$ cat src/rtl/sd_avg_sched.sv
// sd_avg_sched: round-robin scheduler sharing one two-input sigma-delta
// averager among NUM_REQ sigma-delta sources.
//
// Each slot grants up to two requesting sources. The averager is flushed
// for one cycle. The two granted bitstreams are then routed to the
// averager inputs while a programmable divider produces the enable strobe.
// After SLOT_LEN strobes the pointer rotates past the last served source.
// A slot also ends when any granted request drops.
//
// Ports:
//   clk      system clock
//   rst      asynchronous active-high reset
//   div      enable period minus one (0 = strobe every cycle)
//   req      per-source request level
//   sd_in    per-source sigma-delta bit
//   grant    registered one-hot / two-hot grant
//   busy     high in FLUSH and RUN
//   avg_rst  registered synchronous reset for the averager
//   avg_en   registered enable strobe for the averager
//   avg_in0  bitstream of the first granted source
//   avg_in1  bitstream of the second granted source, or the midscale pad bit
module sd_avg_sched #(
  parameter int NUM_REQ  = 4,
  parameter int DIV_W    = 8,
  parameter int SLOT_LEN = 64
) (
  input  logic               clk,
  input  logic               rst,
  input  logic [DIV_W-1:0]   div,
  input  logic [NUM_REQ-1:0] req,
  input  logic [NUM_REQ-1:0] sd_in,
  output logic [NUM_REQ-1:0] grant,
  output logic               busy,
  output logic               avg_rst,
  output logic               avg_en,
  output logic               avg_in0,
  output logic               avg_in1
);
  localparam int PW = $clog2(NUM_REQ);
  localparam int SW = $clog2(SLOT_LEN + 1);

  typedef enum logic [1:0] {IDLE, FLUSH, RUN} state_t;

  state_t             state, state_nxt;
  logic [PW-1:0]      ptr, ptr_nxt;
  logic [PW-1:0]      g0, g0_nxt, g1, g1_nxt;
  logic [PW-1:0]      pick0, pick1;
  logic               found0, found1;
  logic               dual, dual_nxt;
  logic [NUM_REQ-1:0] grant_nxt;
  logic               avg_rst_nxt, avg_en_nxt;
  logic               pad, pad_nxt;
  logic [DIV_W-1:0]   div_cnt, div_cnt_nxt;
  logic [SW-1:0]      slot_cnt, slot_cnt_nxt;
  logic               released, last_strobe;

  // Cyclic index addition; off never exceeds NUM_REQ so one wrap suffices.
  function automatic logic [PW-1:0] wrap_idx(input logic [PW-1:0] base, input int off);
    int t;
    t = int'(base) + off;
    if (t >= NUM_REQ) t = t - NUM_REQ;
    return PW'(t);
  endfunction

  // Round-robin search: g0 is the first request at/after ptr, g1 the next
  // one after g0 in cyclic order.
  always_comb begin
    found0 = 1'b0;
    pick0  = ptr;
    for (int i = 0; i < NUM_REQ; i++) begin
      if (!found0 && req[wrap_idx(ptr, i)]) begin
        found0 = 1'b1;
        pick0  = wrap_idx(ptr, i);
      end
    end
    found1 = 1'b0;
    pick1  = pick0;
    for (int i = 1; i < NUM_REQ; i++) begin
      if (!found1 && req[wrap_idx(pick0, i)]) begin
        found1 = 1'b1;
        pick1  = wrap_idx(pick0, i);
      end
    end
  end

  always_comb begin
    state_nxt    = state;
    ptr_nxt      = ptr;
    g0_nxt       = g0;
    g1_nxt       = g1;
    dual_nxt     = dual;
    grant_nxt    = grant;
    avg_rst_nxt  = 1'b1;
    avg_en_nxt   = 1'b0;
    pad_nxt      = pad;
    div_cnt_nxt  = div_cnt;
    slot_cnt_nxt = slot_cnt;
    released     = (req & grant) != grant;
    last_strobe  = avg_en && (slot_cnt == SW'(SLOT_LEN - 1));

    case (state)
      IDLE: begin
        grant_nxt = '0;
        if (req != '0) begin
          state_nxt    = FLUSH;
          g0_nxt       = pick0;
          g1_nxt       = pick1;
          dual_nxt     = found1;
          grant_nxt    = (NUM_REQ'(1) << pick0) | (found1 ? (NUM_REQ'(1) << pick1) : '0);
          div_cnt_nxt  = '0;
          slot_cnt_nxt = '0;
          pad_nxt      = 1'b0;
        end
      end

      FLUSH: begin
        // Counter is zero here, so the first RUN cycle always strobes.
        state_nxt   = RUN;
        avg_rst_nxt = 1'b0;
        avg_en_nxt  = 1'b1;
        div_cnt_nxt = div;
      end

      RUN: begin
        if (avg_en) begin
          slot_cnt_nxt = slot_cnt + 1'b1;
          pad_nxt      = ~pad;
        end
        // A dropped request wins over the final strobe; both end the slot.
        if (released || last_strobe) begin
          state_nxt = IDLE;
          grant_nxt = '0;
          ptr_nxt   = wrap_idx(dual ? g1 : g0, 1);
        end else begin
          avg_rst_nxt = 1'b0;
          if (div_cnt == '0) begin
            avg_en_nxt  = 1'b1;
            div_cnt_nxt = div;
          end else begin
            div_cnt_nxt = div_cnt - 1'b1;
          end
        end
      end

      default: state_nxt = IDLE;
    endcase
  end

  always_ff @(posedge clk or posedge rst) begin
    if (rst) begin
      state    <= IDLE;
      ptr      <= '0;
      g0       <= '0;
      g1       <= '0;
      dual     <= 1'b0;
      grant    <= '0;
      avg_rst  <= 1'b1;
      avg_en   <= 1'b0;
      pad      <= 1'b0;
      div_cnt  <= '0;
      slot_cnt <= '0;
    end else begin
      state    <= state_nxt;
      ptr      <= ptr_nxt;
      g0       <= g0_nxt;
      g1       <= g1_nxt;
      dual     <= dual_nxt;
      grant    <= grant_nxt;
      avg_rst  <= avg_rst_nxt;
      avg_en   <= avg_en_nxt;
      pad      <= pad_nxt;
      div_cnt  <= div_cnt_nxt;
      slot_cnt <= slot_cnt_nxt;
    end
  end

  assign busy = (state != IDLE);

  // With a single grant the pad bit alternates 0,1 per strobe, which
  // contributes a midscale value to the averager.
  always_comb begin
    avg_in0 = 1'b0;
    avg_in1 = 1'b0;
    if (grant != '0) begin
      avg_in0 = sd_in[g0];
      avg_in1 = dual ? sd_in[g1] : pad;
    end
  end
endmodule

$ cat config.mk
export PLATFORM = sky130hd
export DESIGN_NAME = sd_avg_sched
export DESIGN_NICKNAME = d
export VERILOG_FILES = /design/src/rtl/sd_avg_sched.sv
export SDC_FILE = /design/constraint.sdc
export NUM_CORES = 1
export LEC_CHECK = 0
export ABC_AREA = 1
export CAP_MARGIN = 25
export CORE_ASPECT_RATIO = 1.2
export CORE_MARGIN = 1.5
export CORE_UTILIZATION = 45
export DETAILED_ROUTE_END_ITERATION = 7
export GPL_TIMING_DRIVEN = 0
export PLACE_DENSITY = 0.66
export SLEW_MARGIN = 15
export SYNTH_ARGS = -nofsm -noshare
export SYNTH_HDL_FRONTEND = slang
export SYNTH_SLANG_ARGS = --single-unit
$ cat constraint.sdc
create_clock -name clk -period 3.3 [get_ports clk]
set_clock_uncertainty 0.2 [all_clocks]
set_input_delay 0.33 -clock clk [delete_from_list [all_inputs] [get_ports clk]]
set_output_delay 0.33 -clock clk [all_outputs]
set_load 0.02 [all_outputs]
==> results.cfg <==
[routing]
viasPerCell = 5.26
routedWlPerCell_um = 12.3
drt_first_pass_iters = 4
drc_errors = 0
ant_nets = 0
routed-via-count = 2292
drt_iter0_drc = 111
wl_um = 5380

[setup_path]
cp_max_fo = 7
r2r_slack_ps = 340
cp-start-kind = input pin
required_ps = 3320
r2r_cells = 24
crit_arrival_ps = 3010
rr_startpoint = ptr[0]$_DFFE_PP0P_
crit_path_end_kind = flop
critPathKind = in -> reg
r2r_end = grant[1]$_DFFE_PP0P_

[synth]
synthMuxAreaShare_pct = 0.422
ys_seq_elements = 31
ys_warn_count = 0
synth-compound-area-share_pct = 12.1
synth_most_common_cell = nand2_1
synth_edf_count = 0
synthCells = 338
netlist_top_cells_area = dfrtp_1, nand2_1, nand3_1
synthTopCellsByCount = nand2_1, nand3_1, inv_1
ys_types = 35
synthesis.area_sq_mm = 0.00237
syn-num-nets = 366
yosysTopAreaCellShare_pct = 31.6
synth_top_family_by_area = simple AND/OR/NAND/NOR gates
ys_seq_area_share_pct = 32.7
synth-async-reset-ratio_pct = 100
synthFlopType = dfrtp_1
synth_xor_area_share_pct = 2.21
synth-simple-area-share_pct = 38.7
synthAdderAreaFrac_pct = 5.27
yosys.area.top_type = dfrtp_1
syn_avg_cell_area_sq_um = 7.02

[run_status]
outcome = complete, no violations

[grt]
use_met2_pct = 35.9
busiest_layer = met2
grt_pass1_wl_um = 9540
grt_use_met3_pct = 4.00
grt_pass1_vias = 2205
grt_use_total_pct = 20.6
gr-total-overflow = 0
met1_usage_pct = 25.6
antenna_found_initial = 0
grt_max_degree = 32

[final_layout]
areaGrowthSynthToFinish_pct = 21.9
fin_nets = 403
fillers = 491
fin_util_pct = 57.7
diodes = 0
drive_above_1_share_pct = 13.6
stdcell_count = 436

[sta]
fin_crit_ps = 2990
rsz0062_at_grt = false
max_slew.worst_pin.slew_ps = 647
fmaxAchievable_ghz = 0.334
slew_headroom_pct = 56.8
slew_viol_final = 0
setup_viol = 0
hold_viol = 0
worst_hold_slack_ps = 261
fin_crit_sh_pct = 90.6
finalWorstSetupSlack_ps = 309

[die]
pin_count = 27
fp.dieW_um = 69.3
core_sq_mm = 0.00501
die-area_sq_mm = 0.00572
die_y_um = 82.6
rows = 28
start_util_pct = 47.4

[clock_network]
clock-root-buffer = clkbuf_8
clk_pin_slew_ps = 60
cts.path.max_buffers = 2
clock-sinks = 31
insertion_delay_ps = 280
cts_tree = yes
cts_hold_buf = 0
cts_max_level = 2
cts_buffers = 5

[placement]
post-place-ws_ps = -198
io_buffers = 26
hpwl_um = 4110
place_inst = 424
gp_congestion = 0.873

[worst_hold_path]
hold_class = in -> async

[job]
maxCapViolCount = 0
-- logic make-up (layout without fill, tap and decap cells) --
kind of cell / Yosys count / after routing
and+or+nand+nor: 188 / 188
AOI/OAI and AO/OA: 51 / 51
adders and majority gates: 10 / 10
buffers and inverters: 51 / 89
xor gates and xnor gates: 6 / 6
muxes: 1 / 1
DFF: 31 / 31
-- state kept, by name (all words and copies together), names as in the netlist --
name,count
g1,2
div_cnt,8
dual,1
ptr,2
state,2
g0,2
slot_cnt,7
grant,4
pad,1
avg_en,1
avg_rst,1
-- cell usage in the layout, fill, tap and decap left out, types with 5 or more instances in the layout --
| cell type | n |
|---|---|
| a21oi_1 | 10 |
| clkbuf_8 | 6 |
| clkdlybuf4s50_1 | 23 |
| dfrtp_1 | 30 |
| ha_1 | 9 |
| inv_1 | 40 |
| inv_2 | 5 |
| nand2_1 | 88 |
| nand2_2 | 17 |
| nand3_1 | 53 |
| nor2_1 | 9 |
| o21ai_0 | 29 |
-- per-layer routing --
layer	routed length, um	vias to the layer above	part of all wire (%)
li1	-	1185	-
met1	2440	1057	45
met2	2710	44	50
met3	160	6	3.0
met4	78	0	1.4
met5	0	-	0
-- per-stage QoR --
stage                     instance area, sq um  TNS, ps
after CTS                                 2830        0
after floorplan                           2370        0
after global routing                      2890        0
after detailed placement                  2710     -764
after global placement                    2710     -557
final                                     2890        0
-- layout make-up --
| cell class | count | area (sq um) | share of cell area [%] |
|---|---|---|---|
| Multi-Input combinational cell | 256 | 1420 | 49.1 |
| Sequential cell | 31 | 777 | 26.9 |
| Timing Repair Buffer | 30 | 298 | 10.3 |
| Inverter | 46 | 178 | 6.14 |
| Clock buffer | 6 | 82.6 | 2.85 |
| Tap cell | 60 | 75.1 | 2.60 |
| Clock inverter | 2 | 35.0 | 1.21 |
| Buffer | 5 | 26.3 | 0.908 |
-- critical path, cell delays in order --
cell and delay (ps):
clkdlybuf4s50_1 580, nand2_1 80, nand2_1 100, nand2_2 80, nand2_4 100, nand2_1 70, nand2_1 70, nand2_2 60
nand2_4 100, nand2_4 90, inv_1 170, ha_4 240, inv_2 60, nand3_1 130, nand2_2 150, nand3_4 100
nand2_2 70, nand2_2 80, nor2_2 100, nand2_1 60, nand2_1 70, nand2_1 50, nand2_1 60
-- worst max-delay path by stage --
| stage | start | endpoint | slack [ps] | cells after the start |
|---|---|---|---|---|
| floorplan | ptr[0]$_DFFE_PP0P_ | grant[1]$_DFFE_PP0P_ | 510 | 25 |
| global placement | req[0] | grant[1]$_DFFE_PP0P_ | -150 | 24 |
| detailed placement | req[0] | grant[1]$_DFFE_PP0P_ | -200 | 24 |
| CTS | req[0] | grant[1]$_DFFE_PP0P_ | 90 | 24 |
| global route | ptr[0]$_DFFE_PP0P_ | grant[1]$_DFFE_PP0P_ | 20 | 24 |
| finish | req[3] | grant[1]$_DFFE_PP0P_ | 310 | 23 |
-- what timing repair did --
item	CTS	global route
setup endpoints to repair	0	8
setup buffers	0	4
resized for setup	0	9
Power is not shown: default switching activity piles up to over one toggle a cycle in this logic, so the estimate is an artifact.
